### src/rtl/line_fetch_responder.sv
// line_fetch_responder
//   Memory-side responder for the fetch read_req/read_done handshake. A request
//   carries a PC. The block returns the cache line that contains that PC. The line
//   comes from a one-entry line buffer on a hit. On a miss it comes from a
//   BEATS-long burst on the instruction memory port.
//
// Ports
//   clk_i, rst_n_i     clock, asynchronous active-low reset
//   flush_i            fetch flush; abandons any in-flight read
//   read_req_i         one-cycle read request (honoured only when idle)
//   read_addr_i        request PC; the offset bits are ignored
//   read_done_o        one-cycle pulse; read_line_o is valid for the last request
//   read_line_o        returned line (registered)
//   mem_req_valid_o    burst request valid; held until mem_req_ready_i
//   mem_req_ready_i    memory accepts the burst request
//   mem_req_addr_o     line-aligned burst base address
//   mem_rsp_valid_i    response beat valid (memory never stalls on it)
//   mem_rsp_data_i     beat data; beat k lands in line bits [k*MEM_W +: MEM_W]
module line_fetch_responder #(
  parameter int ADDR_W = 32,
  parameter int LINE_W = 128,
  parameter int MEM_W  = 32
) (
  input  logic              clk_i,
  input  logic              rst_n_i,
  input  logic              flush_i,
  input  logic              read_req_i,
  input  logic [ADDR_W-1:0] read_addr_i,
  output logic              read_done_o,
  output logic [LINE_W-1:0] read_line_o,
  output logic              mem_req_valid_o,
  input  logic              mem_req_ready_i,
  output logic [ADDR_W-1:0] mem_req_addr_o,
  input  logic              mem_rsp_valid_i,
  input  logic [MEM_W-1:0]  mem_rsp_data_i
);

  localparam int BEATS = LINE_W / MEM_W;
  localparam int OFF   = $clog2(LINE_W / 8);
  localparam int TAG_W = ADDR_W - OFF;
  localparam int CNT_W = (BEATS > 1) ? $clog2(BEATS) : 1;
  localparam logic [CNT_W-1:0] LAST_BEAT = CNT_W'(BEATS - 1);

  typedef enum logic [2:0] {
    S_IDLE, S_HIT, S_MEM_REQ, S_MEM_RSP, S_DONE, S_DRAIN
  } state_e;

  state_e             state_q, state_d;
  logic [TAG_W-1:0]   req_tag_q, req_tag_d;
  logic               buf_valid_q, buf_valid_d;
  logic [TAG_W-1:0]   buf_tag_q, buf_tag_d;
  logic [LINE_W-1:0]  buf_data_q, buf_data_d;
  logic [LINE_W-1:0]  fill_q, fill_d;
  logic [LINE_W-1:0]  line_q, line_d;
  logic [CNT_W-1:0]   cnt_q, cnt_d;
  logic               aborted_q, aborted_d;
  // Set when a flush coincides with the final beat: DRAIN has nothing left to eat.
  logic               drain_empty_q, drain_empty_d;

  logic [TAG_W-1:0]   addr_tag;
  logic [LINE_W-1:0]  beat_fill;
  logic               last_beat;
  logic               unused_addr_bits;

  assign addr_tag         = read_addr_i[ADDR_W-1:OFF];
  assign unused_addr_bits = ^read_addr_i[OFF-1:0];
  assign last_beat        = mem_rsp_valid_i && (cnt_q == LAST_BEAT);
  assign read_line_o      = line_q;
  assign mem_req_addr_o   = {req_tag_q, {OFF{1'b0}}};

  // Fill register with the current beat merged into its slot.
  always_comb begin
    beat_fill = fill_q;
    for (int k = 0; k < BEATS; k++) begin
      if (cnt_q == CNT_W'(k)) begin
        beat_fill[k*MEM_W +: MEM_W] = mem_rsp_data_i;
      end
    end
  end

  always_comb begin
    state_d         = state_q;
    req_tag_d       = req_tag_q;
    buf_valid_d     = buf_valid_q;
    buf_tag_d       = buf_tag_q;
    buf_data_d      = buf_data_q;
    fill_d          = fill_q;
    line_d          = line_q;
    cnt_d           = cnt_q;
    aborted_d       = aborted_q;
    drain_empty_d   = drain_empty_q;
    read_done_o     = 1'b0;
    mem_req_valid_o = 1'b0;

    case (state_q)
      S_IDLE: begin
        if (read_req_i && !flush_i) begin
          req_tag_d     = addr_tag;
          aborted_d     = 1'b0;
          drain_empty_d = 1'b0;
          if (buf_valid_q && (buf_tag_q == addr_tag)) begin
            // Load the output line on entry so it is valid in the pulse cycle.
            state_d = S_HIT;
            line_d  = buf_data_q;
          end else begin
            state_d = S_MEM_REQ;
          end
        end
      end

      S_HIT: begin
        read_done_o = !flush_i;
        state_d     = S_IDLE;
      end

      S_MEM_REQ: begin
        // Valid stays up through a flush; a posted request cannot be withdrawn.
        mem_req_valid_o = 1'b1;
        if (flush_i) begin
          aborted_d = 1'b1;
        end
        if (mem_req_ready_i) begin
          cnt_d   = '0;
          state_d = (aborted_q || flush_i) ? S_DRAIN : S_MEM_RSP;
        end
      end

      S_MEM_RSP: begin
        if (mem_rsp_valid_i) begin
          fill_d = beat_fill;
          cnt_d  = last_beat ? '0 : cnt_q + 1'b1;
        end
        if (flush_i) begin
          aborted_d     = 1'b1;
          drain_empty_d = last_beat;
          state_d       = S_DRAIN;
        end else if (last_beat) begin
          line_d  = beat_fill;
          state_d = S_DONE;
        end
      end

      S_DONE: begin
        // The fill data is complete even under flush, so the buffer is refreshed.
        buf_valid_d = 1'b1;
        buf_tag_d   = req_tag_q;
        buf_data_d  = fill_q;
        read_done_o = !flush_i;
        state_d     = S_IDLE;
      end

      S_DRAIN: begin
        if (drain_empty_q) begin
          state_d = S_IDLE;
        end else if (mem_rsp_valid_i) begin
          if (last_beat) begin
            cnt_d   = '0;
            state_d = S_IDLE;
          end else begin
            cnt_d = cnt_q + 1'b1;
          end
        end
      end

      default: state_d = S_IDLE;
    endcase
  end

  always_ff @(posedge clk_i or negedge rst_n_i) begin
    if (!rst_n_i) begin
      state_q       <= S_IDLE;
      req_tag_q     <= '0;
      buf_valid_q   <= 1'b0;
      buf_tag_q     <= '0;
      buf_data_q    <= '0;
      fill_q        <= '0;
      line_q        <= '0;
      cnt_q         <= '0;
      aborted_q     <= 1'b0;
      drain_empty_q <= 1'b0;
    end else begin
      state_q       <= state_d;
      req_tag_q     <= req_tag_d;
      buf_valid_q   <= buf_valid_d;
      buf_tag_q     <= buf_tag_d;
      buf_data_q    <= buf_data_d;
      fill_q        <= fill_d;
      line_q        <= line_d;
      cnt_q         <= cnt_d;
      aborted_q     <= aborted_d;
      drain_empty_q <= drain_empty_d;
    end
  end

endmodule

### config.mk
export PLATFORM = sky130hd
export DESIGN_NAME = line_fetch_responder
export DESIGN_NICKNAME = d
export VERILOG_FILES = /design/src/rtl/line_fetch_responder.sv
export SDC_FILE = /design/constraint.sdc
export NUM_CORES = 1
export LEC_CHECK = 0
export BUFFER_PORTS_ARGS = -buffer_cell sky130_fd_sc_hd__buf_2
export CAP_MARGIN = 20
export CORE_MARGIN = 5
export CORE_UTILIZATION = 50
export CTS_CLUSTER_SIZE = 10
export DETAILED_ROUTE_END_ITERATION = 10
export PLACE_DENSITY = 0.69
export SLEW_MARGIN = 5
export SYNTH_ARGS = -nofsm -noshare
export SYNTH_HDL_FRONTEND = slang
export SYNTH_SLANG_ARGS = --single-unit
### constraint.sdc
create_clock -name clk_i -period 1.9 [get_ports clk_i]
set_input_delay 0.285 -clock clk_i [delete_from_list [all_inputs] [get_ports clk_i]]
set_output_delay 0.285 -clock clk_i [all_outputs]
set_load 0.02 [all_outputs]
=== Word level (Yosys, flattened, before mapping) ===
Index checks and enable logic that the tools add are counted.

* Bits of input ports: 70
* Logic and storage cells: 81
* Output and inout bits: 162
* Bits in registers: 448

* Muxes and demuxes: 31
* Reduce and logical (&&, ||, !) cells: 19
* Add/sub/neg operators: 1
* Equality and inequality tests: 20

{| class="wikitable"
|+ Operator list
! operator !! count
|-
| $mux 128 || 4
|-
| $pmux 128 s2 || 1
|-
| $mux 32 || 4
|-
| $eq 28x28->1 || 1
|-
| $mux 3 || 8
|-
| $ne 2x2->1 const B || 7
|-
| $pmux 3 s4 || 1
|-
| $mux 2 || 5
|-
| $reduce_and 5->1 || 2
|-
| $ne 3x3->1 const B || 3
|-
| $reduce_and 3->1 || 3
|-
| $eq 3x2->1 const B || 2
|-
| $eq 3x3->1 const B || 2
|-
| $pmux 2 s3 || 1
|-
| $mux 1 || 5
|-
| $eq 2x2->1 const B || 2
|-
| $pmux 1 s2 || 2
|-
| $reduce_and 2->1 || 2
|-
| $reduce_bool 2->1 || 2
|-
| $reduce_or 2->1 || 2
|-
| $eq 3x1->1 const B || 1
|-
| $logic_and 1x1->1 || 3
|-
| $logic_not 3->1 || 1
|-
| $reduce_bool 3->1 || 1
|-
| other kinds (6) || 6
|}

=== Depth between registers and ports, before layout ===
Gate-level depths: netlist of the first run.

* Depth in word-level cells: 6
* Gate-level depth with buffers: 9
* Depth with buffers taken out: 7

=== Worst setup path after synthesis of the first run ===
OpenSTA, ideal clock, no wires.

* Kind: register -> register
* Start: reg cnt_q[0]
* End: reg line_q[2] (netlist: read_line_o[2])
* Stages on the path, launching flop included: 8
* Clock period less this slack: 1.987 ns
* Setup time: 0.128 ns
* Arrival time: 1.860 ns
* Buffers on the path: 2
* Path slack: -0.087 ns
* Required time: 1.772 ns
* Cells stage by stage: dfrtp_1 > inv_1 > ha_1 > clkbuf_1 > clkbuf_1 > mux2i_1 > o21ai_0 > mux2_1

* Cells in the longest elaborated chain, start to end: 5
* Elaborated cells between the ends (all ways): 9
* Those cells by class: 2 x eq/ne; 4 x mux; 3 x reduce/logical

{| class="wikitable"
|+ RTL lines
! what !! line !! source
|-
| start, declared || 55 || <nowiki>logic [CNT_W-1:0] cnt_q, cnt_d;</nowiki>
|-
| start signal, assigned || 189 || <nowiki>cnt_q <= cnt_d;</nowiki>
|-
| $logic_not 2->1 || 75 || <nowiki>if (cnt_q == CNT_W'(k)) begin</nowiki>
|-
| $mux 32 || 75 ||
|-
| $mux 128 || 137 || <nowiki>end else if (last_beat) begin</nowiki>
|-
| $mux 128 || 133 || <nowiki>if (flush_i) begin</nowiki>
|-
| $pmux 128 s2 || 95 || <nowiki>case (state_q)</nowiki>
|-
| end signal, assigned || 188 || <nowiki>line_q <= line_d;</nowiki>
|-
| end, declared || 54 || <nowiki>logic [LINE_W-1:0] line_q, line_d;</nowiki>
|}

Parallel ways exist; a longest one is shown, timed or not. The select of a mux whose other input is x is not followed.
A chain may end at the register's enable or synchronous reset.

=== Worst setup path in the final report of the first run ===
* Start: reg buf_tag_q[26]
* End: reg line_q[81] (netlist: read_line_o[81])

* Cells in the longest elaborated chain, start to end: 4

{| class="wikitable"
|+ RTL lines
! what !! line !! source
|-
| start, declared || 51 || <nowiki>logic [TAG_W-1:0] buf_tag_q, buf_tag_d;</nowiki>
|-
| start signal, assigned || 185 || <nowiki>buf_tag_q <= buf_tag_d;</nowiki>
|-
| $eq 28x28->1 || 101 || <nowiki>if (buf_valid_q && (buf_tag_q == addr_tag)) begin</nowiki>
|-
| $logic_and 1x1->1 || 101 ||
|-
| $ne 2x2->1 (no line) || - ||
|-
| $reduce_and 5->1 (no line) || - ||
|}

Every way passes these cells.

==> results of run 1 <==
flip-flops by register name (all words and copies together), names as in the netlist:
register	cells
req_tag_q	28
buf_valid_q	1
drain_empty_q	1
cnt_q	2
state_q	3
aborted_q	1
read_line_o	128
buf_data_q	128
buf_tag_q	28
fill_q	128
metal layers:
layer	vias to the layer above	track usage	wire [um]
li1	5913	-	-
met5	-	0	14
met3	76	0.0370	1970
met1	6480	0.295	22000
met4	4	0.0595	1010
met2	230	0.340	23100
through the flow:
| stage | std cells | setup slack [ns] | TNS, ns |
|---|---|---|---|
| floorplan | 1532 | -0.0825 | -2.48 |
| global placement | 2244 | -0.608 | -73.86 |
| detailed placement | 2244 | -0.599 | -71.73 |
| CTS | 2351 | -0.434 | -50.92 |
| global route | 2363 | -0.463 | -55.20 |
| finish | 2363 | -0.373 | -43.01 |
cell usage after synthesis, drive strengths merged:
master / instances
nor3: 4
and2: 1
mux2: 412
nor4: 3
o21ai: 137
a22oi: 1
nand2: 223
inv: 7
o2111ai: 1
o32ai: 1
nor2: 6
nor3b: 1
nand4: 4
nand3: 3
o2bb2ai: 1
a21oi: 3
nor2b: 1
a21o: 1
ha: 4
conb: 1
dfrtp: 448
or2: 1
xor2: 2
xnor2: 25
nand2b: 3
o22ai: 3
a2111oi: 1
nand4b: 1
buf: 65
mux2i: 129
clkbuf: 36
power by group through the flow:
stage / Sequential (W) / Combinational (W) / Clock [W]
floorplan: 0.0155 / 0.00672 / 0
global placement: 0.0146 / 0.0112 / 0
detailed placement: 0.0148 / 0.0115 / 0
CTS: 0.0146 / 0.0120 / 0.00889
global route: 0.0151 / 0.0130 / 0.00925
finish: 0.0147 / 0.0120 / 0.00866
area by class of cell:
type / instances / area [sq um] / area share
diodes: 2 / 5.00 / 0.000203
repair buffers: 340 / 2810 / 0.114
clock inverters: 5 / 36.3 / 0.00147
multi-input cells: 976 / 8590 / 0.348
flip-flops and latches: 448 / 11200 / 0.454
inverters: 7 / 26.3 / 0.00106
clock buffers: 60 / 1370 / 0.0556
well taps: 525 / 657 / 0.0266
cell usage in the layout (no fill, tap or decap), types with 24 or more instances in the layout:
cell type and count:
mux2_4 127, buf_4 32, dlygate4sd3_1 29, dfrtp_1 446, xnor2_1 24, buf_2 220, mux2_2 267, buf_12 33
clkbuf_16 60, nand2_1 218, o21ai_0 124, mux2i_1 129
kinds of logic (layout without fill, tap and decap cells):
logic type      Yosys count  after routing  synth area share
flops                   448            448             0.554
xor+xnor                 27             27            0.0117
mux                     541            541             0.315
other cells               1              6          0.000185
fa+ha+maj                 4              4           0.00247
buf+inv                 108            412            0.0280
compound gates          149            149            0.0386
simple gates            251            251            0.0495
worst paths after layout:
| path | depth (start not counted) | slack [ns] | end | from |
|---|---|---|---|---|
| max in group asynchronous | 3 | 0.92 | read_line_o[123]$_DFFE_PN0P_ | rst_n_i |
| max | 9 | -0.37 | read_line_o[81]$_DFFE_PN0P_ | buf_tag_q[26]$_DFFE_PN0N_ |
| min reg2reg | 1 | 0.48 | buf_valid_q$_DFFE_PN0N_ | buf_valid_q$_DFFE_PN0N_ |
| min | 2 | 0.05 | fill_q[103]$_DFFE_PN0P_ | mem_rsp_data_i[7] |
| min in group asynchronous | 2 | 0.25 | buf_data_q[44]$_DFFE_PN0N_ | rst_n_i |
| max reg2reg | 9 | -0.37 | read_line_o[81]$_DFFE_PN0P_ | buf_tag_q[26]$_DFFE_PN0N_ |
what timing repair did:
action,CTS,global route
endpoints found under the setup margin,130,260
cloned,6,9
buffers inserted,7,1
hold endpoints to repair,65,0
pin swaps,7,4
gates resized for setup,32,12
hold buffers,29,0
==> results by group, run 1 <==
Detailed routing
  • Post-detailed-route DRC marker count: 0
  • Routed len/inst: 20.3 um
  • Starting DRC count in detailed routing: 619
  • Vias: around 13k
  • Detailed Routing Iterations Pass 1: 5
  • Routed Wire Length: between 40000 and 50000 um
  • Vias per cell: between 5 and 6
  • DRT antenna net count: 0

Placement
  • DP HPWL: between 20000 and 30000 um
  • PortBufs: between 200 and 250
  • DP Area: between 0.02 and 0.025 sq mm
  • GP Congestion: 0.780

Global routing
  • First-pass GRT wire length: ~75000 um
  • GRT overflow: 0
  • Gr usage total: 0.210
  • Initial antenna violation count: 4
  • Vias in the first global route: between 10k and 15k
  • Pin count of the biggest net entering global routing: 61

Power and ir drop
  • Leak pwr: 12.5 nW
  • Gate power share: 0.341
  • Net Sw Power: 0.0116 W
  • Final Power: 0.0354 W
  • Part of the power in registers: 0.414
  • Worst vdd ir: about 0.00089 V
  • Power per cell area: 1430 mW/mm^2
  • Clock power frac: 0.245
  • Switching part of the total: 0.328
  • Int Power: between 0.02 and 0.025 W

Synth
  • Warnings, synthesis: 0
  • Synth Cell Area: slightly above 0.02 sq mm
  • Synth top area cells: dfrtp_1 (55%), mux2_2 (15%), mux2_4 (8.9%), mux2i_1 (6.4%), nand2_1 (4.1%)
  • Synth cell types: roughly 40
  • Synth top area share: 0.554
  • Register bit total from synthesis: roughly 450
  • Post-synth top area cell: dfrtp_1
  • Post-synthesis sequential area ratio: 0.554
  • Post-Syn Area per Cell: ~13 sq um
  • Syn Inst Count: between 1.5k and 2k

Timing
  • Fmax: roughly 440 MHz
  • Post-layout min period: ~2.3 ns
  • Final Hold Viols: 0
  • Final Setup Violations: around 130
  • Max Clock Skew: 0.0219 ns
  • Fin crit share: 1.20
  • Hold slack: 0.0477 ns
  • Slew Limit Fails: 0
  • RSZ-0062 raised after global routing: true
  • Setup ws final: -0.373 ns

Worst setup path
  • Crit-path max FO: 8
  • Kind of critical path: flop to flop
  • Max incr delay on CP: about 0.38 ns
  • Slowest cell on the critical path: dfrtp_1
  • CP top delay family: simple AND/OR/NAND/NOR gates
  • Arrival time worst endpoint: about 2.7 ns
  • Crit path cell chain: xnor2_1 > nand4_1 > nor4_2 > buf_4 > nand3_4 > o2bb2ai_4 > buf_8 > clkbuf_16 > mux2_4
  • Crit end category: flop
  • CP Buf/Inv Count: 3
  • Worst path required time: roughly 2.4 ns
  • Setup crit start kind: flop

Layout
  • Post-route cell area: 0.0247 sq mm
  • Layout cells sized above 1: 0.430
  • Net count reported at finish: roughly 1.9k
  • Area grow syn2layout: 22.1%
  • Filler Cells Inserted: approximately 3k
  • Utilization after layout: 0.619

Clock network
  • CTS buffer count: 52
  • Clock transition at path regs: about 0.050 ns
  • Sink Count: around 450
  • Worst-Skew Late Latency: around 0.59 ns
  • CTS tree: built
  • Root buffer cell: clkbuf_16
  • Max Root-Sink Buffers: 3
  • H-tree depth: 2

Die
  • Rows: between 70 and 80
  • Initial Util: 0.507
  • Die area: ~0.045 sq mm
  • Die height: about 210 um
  • Die W: ~210 um
  • Top Ports: approximately 230
  • Core area: about 0.040 sq mm

Run status
  • Failing checks: setup timing
  • Status: finished, violations left

Flow run
  • Max-cap violations: 0

Hold path
  • Hold WC Path Type: input port to flop
(Power assumes the default switching activity.)
==> run 2: changes to the inputs <==
CORE_ASPECT_RATIO = 0.5   (was unset)
==> run 2 against run 1 <==
Against the previous run: the flow still finishes with violations (setup timing); combinational power about the same; register-to-register slack about the same; first-iteration DRC count up 18%; die area up 0.55%; count of clock-buffer cells in the layout down 7; design area up 0.68%; critical path type unchanged; core utilization about the same; hold slack better by 0.013 ns; non-clock buffer count up 27; global-route usage down 0.46 points.
==> results by group, run 2 (synthesized netlist as in run 1, its figures left out) <==
Die
  • Initial Util: 0.503
  • Rows: between 50 and 60
  • Die W: roughly 290 um
  • Die area: roughly 0.045 sq mm
  • Core area: approximately 0.04 sq mm
  • Top Ports: 232
  • Die height: approximately 150 um

Global routing
  • Pin count of the biggest net entering global routing: between 80 and 90
  • GRT overflow: 0
  • Initial antenna violation count: 3
  • Vias in the first global route: about 13k
  • Gr usage total: 0.206
  • First-pass GRT wire length: about 75000 um

Detailed routing
  • Routed Wire Length: between 40000 and 50000 um
  • Routed len/inst: around 20 um
  • Detailed Routing Iterations Pass 1: 4
  • Post-detailed-route DRC marker count: 0
  • Vias per cell: 5.30
  • Starting DRC count in detailed routing: 730
  • DRT antenna net count: 0
  • Vias: around 13k

Worst setup path
  • Crit path cell chain: xnor2_1 > nand4_1 > nor4_2 > buf_4 > nand3_4 > o2bb2ai_4 > buf_12 > clkbuf_16 > mux2_4
  • Crit end category: flop
  • Max incr delay on CP: 0.39 ns
  • Setup crit start kind: flop
  • CP Buf/Inv Count: 3
  • Arrival time worst endpoint: 2.71 ns
  • Kind of critical path: flop to flop
  • Worst path required time: 2.34 ns
  • Worst R2R Setup Slack: -0.37 ns
  • Crit-path max FO: 8
  • FF-to-FF Start: buf_tag_q[23]$_DFFE_PN0N_
  • Slowest cell on the critical path: dfrtp_1
  • CP top delay family: simple AND/OR/NAND/NOR gates
  • Start point of the critical path: buf_tag_q[23]$_DFFE_PN0N_

Layout
  • Area grow syn2layout: 22.9%
  • Utilization after layout: 0.619
  • Layout cells sized above 1: 0.438
  • Net count reported at finish: around 1.9k
  • Most frequent cells in the layout: dfrtp_1 (448), mux2_2 (267), buf_2 (221)
  • Post-route cell area: ~0.025 sq mm
  • Commonest non-fill, non-tap cell in the layout: dfrtp_1
  • Non-Filler Instances: ~2.4k

Placement
  • PortBufs: about 220
  • Placed Instances: around 2.3k
  • DP HPWL: roughly 29000 um
  • DP Worst Slack: -0.461 ns
  • GP Congestion: 0.764
  • DP Area: between 0.02 and 0.025 sq mm

Power and ir drop
  • Int Power: 0.0236 W
  • Switching part of the total: 0.327
  • Part of the power in registers: 0.415
  • Worst vdd ir: 0.000807 V
  • Leak pwr: ~13 nW
  • Net Sw Power: between 0.01 and 0.015 W
  • Power per cell area: 1410 mW/mm^2
  • Clock power frac: 0.237
  • Gate power share: 0.348

Clock network
  • Root buffer cell: clkbuf_16
  • CTS buffer count: 50
  • Sink Count: roughly 450
  • Max Root-Sink Buffers: 3
  • Clock transition at path regs: 0.06 ns
  • Worst-Skew Late Latency: between 0.5 and 0.6 ns
  • H-tree depth: 2
  • CTS tree: built

Timing
  • Max Clock Skew: 0.0139 ns
  • Final Hold Viols: 0
  • RSZ-0062 raised after global routing: true
  • Final Setup Violations: 129
  • Fin crit share: 1.19
  • Setup ws final: -0.369 ns
  • Post-layout min period: about 2.3 ns
  • Fmax: around 440 MHz
  • Slew Limit Fails: 0

Hold path
  • Hold Startpoint: mem_rsp_data_i[3]
  • Hold WC Path Type: input port to flop

Flow run
  • Max-cap violations: 0

Run status
  • Status: finished, violations left
  • Failing checks: setup timing
-- run 2: cell types whose count changed in the layout (fill, tap and decap cells not counted), sizes merged --
cell	change
buf	+27
diode	-1
dlygate4sd3	-1
inv	-1
clkinv	-2
clkbuf	-6
-- run 2: metrics by stage --
step                      power, W  TNS (ns)  hold WS, ns
final                       0.0351    -44.24       0.0605
after global routing        0.0372    -61.66       0.0506
after CTS                   0.0350    -41.41       0.0324
after detailed placement    0.0263    -54.78        0.175
after global placement      0.0259    -57.94        0.173
after floorplan             0.0223     -2.48      -0.0106
-- run 2: routing by layer --
metal,up-vias,wire (um),track usage
li1,5965,-,-
met1,6490,21300,0.283
met2,173,22700,0.343
met3,62,1850,0.0411
met4,4,712,0.0424
met5,-,27,0
-- run 2: timing repair --
action                                 in CTS  in global routing
buffers inserted                            6                  4
cloned                                      6                 10
pin swaps                                   4                  6
resized for setup                          14                 24
setup endpoints to repair                 130                257
endpoints found under the hold margin     185                  0
hold buffers                               28                  0
-- run 2: worst register-to-register path: cells and delay by family (launching register included) --
kind | cells | cell delay, ns
simple gates | 3 | 0.56
buf+inv | 3 | 0.55
flops | 1 | 0.39
mux | 1 | 0.30
compound gates | 1 | 0.18
xor+xnor | 1 | 0.17
-- run 2: final cells by class --
| type | instances | area, sq um |
|---|---|---|
| Fill cell | 3089 | 15300 |
| Sequential cell | 448 | 11200 |
| Multi-Input combinational cell | 976 | 8590 |
| Timing Repair Buffer | 367 | 3050 |
| Clock buffer | 53 | 1280 |
| Tap cell | 540 | 676 |
| Clock inverter | 2 | 28.8 |
| Inverter | 7 | 26.3 |
| Antenna cell | 1 | 2.50 |
-- run 2: final timing paths --
check,endpoint,cells after the start
setup / recovery,read_line_o[127]$_DFFE_PN0P_,9
hold / removal,fill_q[99]$_DFFE_PN0P_,2
setup reg to reg,read_line_o[127]$_DFFE_PN0P_,9
hold reg to reg,buf_data_q[93]$_DFFE_PN0N_,1
max in group asynchronous,fill_q[91]$_DFFE_PN0P_,3
min in group asynchronous,buf_tag_q[14]$_DFFE_PN0N_,2
-- run 2: power by group through the flow --
stage | clock, W | combinational [W] | sequential (W)
after floorplan | 0 | 0.00672 | 0.0155
after global placement | 0 | 0.0113 | 0.0146
after detailed placement | 0 | 0.0116 | 0.0147
after CTS | 0.00850 | 0.0120 | 0.0146
after global routing | 0.00893 | 0.0132 | 0.0150
final | 0.00831 | 0.0122 | 0.0146
